File: src/rtl/z80_ld_ind_seq.sv
// z80_ld_ind_seq: T-state sequencer for LD r,(HL/BC/DE) and LD r,(IX+d/IY+d) with WAIT handling
module z80_ld_ind_seq #(
  parameter bit INDEXED = 1'b1,
  parameter int TCYC_W = 4
) (
  input  logic              clk,
  input  logic              reset,
  input  logic              start,
  input  logic [2:0]        mode,
  input  logic [2:0]        r,
  input  logic [15:0]       hl,
  input  logic [15:0]       bc,
  input  logic [15:0]       de,
  input  logic [15:0]       ix,
  input  logic [15:0]       iy,
  input  logic [15:0]       ip_in,
  input  logic [7:0]        bus_rdata,
  input  logic              bus_wait,
  output logic              busy,
  output logic [15:0]       bus_addr,
  output logic              bus_mreq,
  output logic              bus_rd,
  output logic              reg_we,
  output logic [2:0]        reg_sel,
  output logic [7:0]        reg_wdata,
  output logic [15:0]       ip_out,
  output logic              done,
  output logic              err,
  output logic [TCYC_W-1:0] tcyc_m2,
  output logic [TCYC_W-1:0] tcyc_m3,
  output logic [TCYC_W-1:0] tcyc_m4
);
  typedef enum logic [3:0] {IDLE, D_T1, D_T2, D_T3, INT, R_T1, R_T2, R_T3, FIN} state_t;
  localparam int M3 = ((1 << TCYC_W) - 1 < 5) ? (1 << TCYC_W) - 1 : 5;
  state_t st;
  logic [15:0] base, ip;
  logic idx;
  logic [2:0] ic;
  logic [TCYC_W-1:0] tc, tc_inc;
  logic illegal, idx_req;
  logic [15:0] sel;
  assign idx_req = mode == 3'd3 || mode == 3'd4;
  assign illegal = (r == 3'd6) || (mode > 3'd4) ||
                   ((mode == 3'd1 || mode == 3'd2) && r != 3'd7) || (idx_req && !INDEXED);
  assign sel = mode == 3'd0 ? hl : mode == 3'd1 ? bc : mode == 3'd2 ? de : mode == 3'd3 ? ix : iy;
  assign tc_inc = (&tc) ? tc : tc + 1'b1;
  always_ff @(posedge clk) begin
    if (reset) begin
      st <= IDLE;
      busy <= 1'b0;
      bus_addr <= '0;
      bus_mreq <= 1'b0;
      bus_rd <= 1'b0;
      reg_we <= 1'b0;
      reg_sel <= '0;
      reg_wdata <= '0;
      ip_out <= '0;
      done <= 1'b0;
      err <= 1'b0;
      tcyc_m2 <= '0;
      tcyc_m3 <= '0;
      tcyc_m4 <= '0;
      base <= '0;
      ip <= '0;
      idx <= 1'b0;
      ic <= '0;
      tc <= '0;
    end else begin
      err <= 1'b0;
      done <= 1'b0;
      reg_we <= 1'b0;
      case (st)
        IDLE: if (start) begin
          if (illegal) err <= 1'b1;
          else begin
            busy <= 1'b1;
            bus_mreq <= 1'b1;
            bus_rd <= 1'b1;
            tc <= TCYC_W'(1);
            idx <= idx_req;
            reg_sel <= r;
            ip <= ip_in;
            base <= sel;
            tcyc_m2 <= '0;
            tcyc_m3 <= '0;
            tcyc_m4 <= '0;
            bus_addr <= idx_req ? ip_in : sel;
            st <= idx_req ? D_T1 : R_T1;
          end
        end
        D_T1, R_T1: begin
          tc <= tc_inc;
          st <= (st == D_T1) ? D_T2 : R_T2;
        end
        D_T2, R_T2: begin
          tc <= tc_inc;
          if (!bus_wait) st <= (st == D_T2) ? D_T3 : R_T3;
        end
        D_T3: begin
          base <= base + {{8{bus_rdata[7]}}, bus_rdata};
          tcyc_m2 <= tc;
          bus_mreq <= 1'b0;
          bus_rd <= 1'b0;
          ic <= 3'd1;
          st <= INT;
        end
        INT: if (ic == 3'd5) begin
          bus_mreq <= 1'b1;
          bus_rd <= 1'b1;
          bus_addr <= base;
          tc <= TCYC_W'(1);
          st <= R_T1;
        end else ic <= ic + 3'd1;
        R_T3: begin
          reg_wdata <= bus_rdata;
          bus_mreq <= 1'b0;
          bus_rd <= 1'b0;
          reg_we <= 1'b1;
          done <= 1'b1;
          ip_out <= idx ? ip + 16'd1 : ip;
          if (idx) begin
            tcyc_m3 <= TCYC_W'(M3);
            tcyc_m4 <= tc;
          end else tcyc_m2 <= tc;
          st <= FIN;
        end
        FIN: begin
          busy <= 1'b0;
          st <= IDLE;
        end
        default: st <= IDLE;
      endcase
    end
  end
endmodule

File: config.mk
export PLATFORM = sky130hd
export DESIGN_NAME = z80_ld_ind_seq
export DESIGN_NICKNAME = d
export VERILOG_FILES = /design/src/rtl/z80_ld_ind_seq.sv
export SDC_FILE = /design/constraint.sdc
export NUM_CORES = 1
export LEC_CHECK = 0
export ABC_AREA = 0
export CAP_MARGIN = 10
export CORE_MARGIN = 3
export CORE_UTILIZATION = 45
export CTS_BUF_LIST = sky130_fd_sc_hd__clkbuf_8 sky130_fd_sc_hd__clkbuf_16
export CTS_CLUSTER_SIZE = 40
export DETAILED_ROUTE_END_ITERATION = 7
export DONT_BUFFER_PORTS = 1
export PLACE_DENSITY = 0.7
export SLEW_MARGIN = 25
export SYNTH_ARGS = -nofsm -noshare
export SYNTH_HDL_FRONTEND = slang
export SYNTH_SLANG_ARGS = --single-unit
File: constraint.sdc
create_clock -name clk -period 2.15 [get_ports clk]
set_clock_uncertainty 0.15 [all_clocks]
set_input_delay 0.215 -clock clk [delete_from_list [all_inputs] [get_ports clk]]
set_output_delay 0.215 -clock clk [all_outputs]
set_load 0.02 [all_outputs]
==> metrics <==
status finished with violations; failing checks hold timing, setup timing; drt first-iter violations between 500 and 600; syn_area_per_cell between 8 and 9 um2; first-pass GRT wire length a little over 30000 um; Die Height roughly 120 um; final period utilization 105%; Synth Register Bits 100; initial antenna violation count 0; sequential area share after synthesis 34.3%; CP endpoint kind flop; Post-Synthesis Cells between 700 and 800; TNS Setup -0.157 ns; simple-gate share of the synthesized area between 20% and 30%; Synth Flop Type dfxtp_1; max-capacitance violation count 0; pin count of the biggest net entering global routing 93; final setup fails 3; DR pass1 iterations 5; IO Pins 175; top cell type's share of synthesized area approximately a third; Critical Path AT approximately 2.4 ns; post-synthesis cell type count 79; routed len/inst between 20 and 25 um; core box area approximately 0.012 mm2; main area contributors after synthesis dfxtp_1 34%, nand2_1 7.9%, a21oi_1 5.8%; crit start category flop; ant diodes 0; GPL Wtd Cong roughly 0.93; grt total ovfl 0; most common cell after layout, fill and taps aside nand2_1; Synth Area in XOR/XNOR ~3.6%; Req. time, crit path 2.26 ns; slack of the critical path -0.102 ns; commonest non-fill, non-tap cells in the layout 120 x nand2_1, 91 x dfxtp_1, 63 x a21oi_1, 47 x buf_4, 43 x nor2_1; initial core utilization between 40% and 50%; fin. max-slew vios 0; die area approximately 0.014 mm2; Routed Antenna Nets 0; RSZ-0062 raised after global routing true; critical path class flop to flop; yosys warns 0; path category of the worst min-delay check input pin to flop; async set or reset register ratio after synthesis 0%; port bufs 0; post-layout minimum cycle time ~2.3 ns; PwrDens 1070 mW/mm2; CTS buffer count 9; Synth Area in Adders under 10%; slew margin rel. about three fifths; Sink Count 100; # DRC 0; Die Span X approximately 120 um; multiplexer area fraction after synthesis 4.16%; Fmax between 400 and 500 MHz; area grow syn2layout 18.6%; area leader, netlist dfxtp_1; number of vias per cell between 6 and 7; CTS root buffer clkbuf_16; Peak VDD IR between 0.4 and 0.5 mV; Post-synth EDFFs 0; Worst-Skew Late Latency ~0.36 ns; Hold-fix buffers, CTS 7; Worst-path clk slew around 0.07 ns; Cell Area, Synth a little under 0.006 mm2; largest family of logic cells by synthesized area compound AO/OA/AOI/OAI gates; final core utilization between 50% and 60%; Bufs on Longest Clock Path 2; post-synthesis compound-gate area fraction 25.3%; Post-Route Hold Slack -0.214 ns; number of global-route vias before repair between 5k and 6k; Core Rows 40; Final Hold Viols 81; CP Max Fanout 3; # H-tree levels 3; All-Layer GR Usage between 20% and 30%; share of layout cells above drive strength 1 a little under a fifth; Vias between 5k and 6k; Least-Margin Pin Slew between 0.5 and 0.6 ns; Final nets 871; leakage roughly 2.5 nW; final wirelength just under 20000 um; CTS tree built; hpwl dp ~14000 um
## through the flow
step                      setup slack [ns]  total power, mW  std cells  hold WS, ns  cell area, um2
after floorplan                    0.00736             4.55        720        0.201            5840
after global placement             -0.0794             5.34        885        0.144            6220
after detailed placement            -0.164             5.40        885        0.147            6220
after CTS                          -0.0340             7.17        909       -0.237            6730
after global routing                -0.140             7.78        910       -0.233            6920
final                               -0.102             7.38        910       -0.214            6920
## routing by layer
layer | vias up | GRT usage [%] | part of all wire (%)
li1 | 2658 | - | -
met4 | 0 | 9.45 | 3.3
met1 | 2750 | 35.2 | 41
met2 | 263 | 43.6 | 48
met5 | - | 0 | 0
met3 | 46 | 6.22 | 7.9
## worst paths after layout
check / slack, ns / to / depth (start not counted) / startpoint
worst min-delay path: -0.21 / tcyc_m2[3] / 1 / reset
worst max-delay path: -0.10 / base[14] / 8 / base[0]
worst max register to register: -0.10 / base[14] / 8 / base[0]
worst min register to register: 0.32 / ip[15] / 2 / ip[15]
## power breakdown
| group | leakage (nW) | internal, mW | switching, mW |
|---|---|---|---|
| registers | 0.816 | 2.19 | 0.556 |
| clock network | 0.152 | 0.935 | 0.741 |
| logic | 1.50 | 1.34 | 1.62 |
| total | 2.47 | 4.46 | 2.92 |
## critical path: stages (launching register included)
cell      delay (ns)
dfxtp_2         0.35
ha_4            0.14
fa_2            0.23
a21oi_4         0.07
o211ai_1        0.33
a31o_2          0.26
a31oi_4         0.10
or4_4           0.43
o311ai_2        0.09
## sequential cells by signal, indices dropped and copies added, names as in the netlist, 8 cells and up
register and count:
ip_out 16, bus_addr 16, base 16, reg_wdata 8
ip 16
## cell families (layout without fill, tap and decap cells)
family,count (synthesis),in the layout
flip-flops,100,100
multiplexers,21,21
AND/OR/NAND/NOR,278,278
AO/OA/AOI/OAI,209,209
buffers and inverters,66,88
other,1,2
adder cells (fa/ha/maj),20,20
XOR/XNOR,24,24
## synth_stat cells (11+ instances only)
cell type and count:
o221ai_1 14, xor2_1 15, nand3_1 22, or3_1 11, nand2_1 123, dfxtp_1 100
nand2b_1 18, clkbuf_1 29, a211oi_1 20, o21ai_0 14, nor2_1 44, a32o_1 13
o211ai_1 13, a21oi_1 68, buf_2 13, nor3_1 17, ha_1 19
## layout make-up
type | count | area, um2
clock buffers | 10 | 239
clock inverters | 6 | 62.6
fillers | 1166 | 5450
inverters | 11 | 41.3
multi-input cells | 554 | 3810
flip-flops and latches | 100 | 2010
well taps | 168 | 210
repair buffers | 61 | 537
## what timing repair did
action	in CTS	in global routing
setup endpoints to repair	9	24
endpoints found under the hold margin	88	81
gates resized for setup	24	38
buffers inserted	1	1
pin swaps	4	12
(Power assumes the default switching activity.)
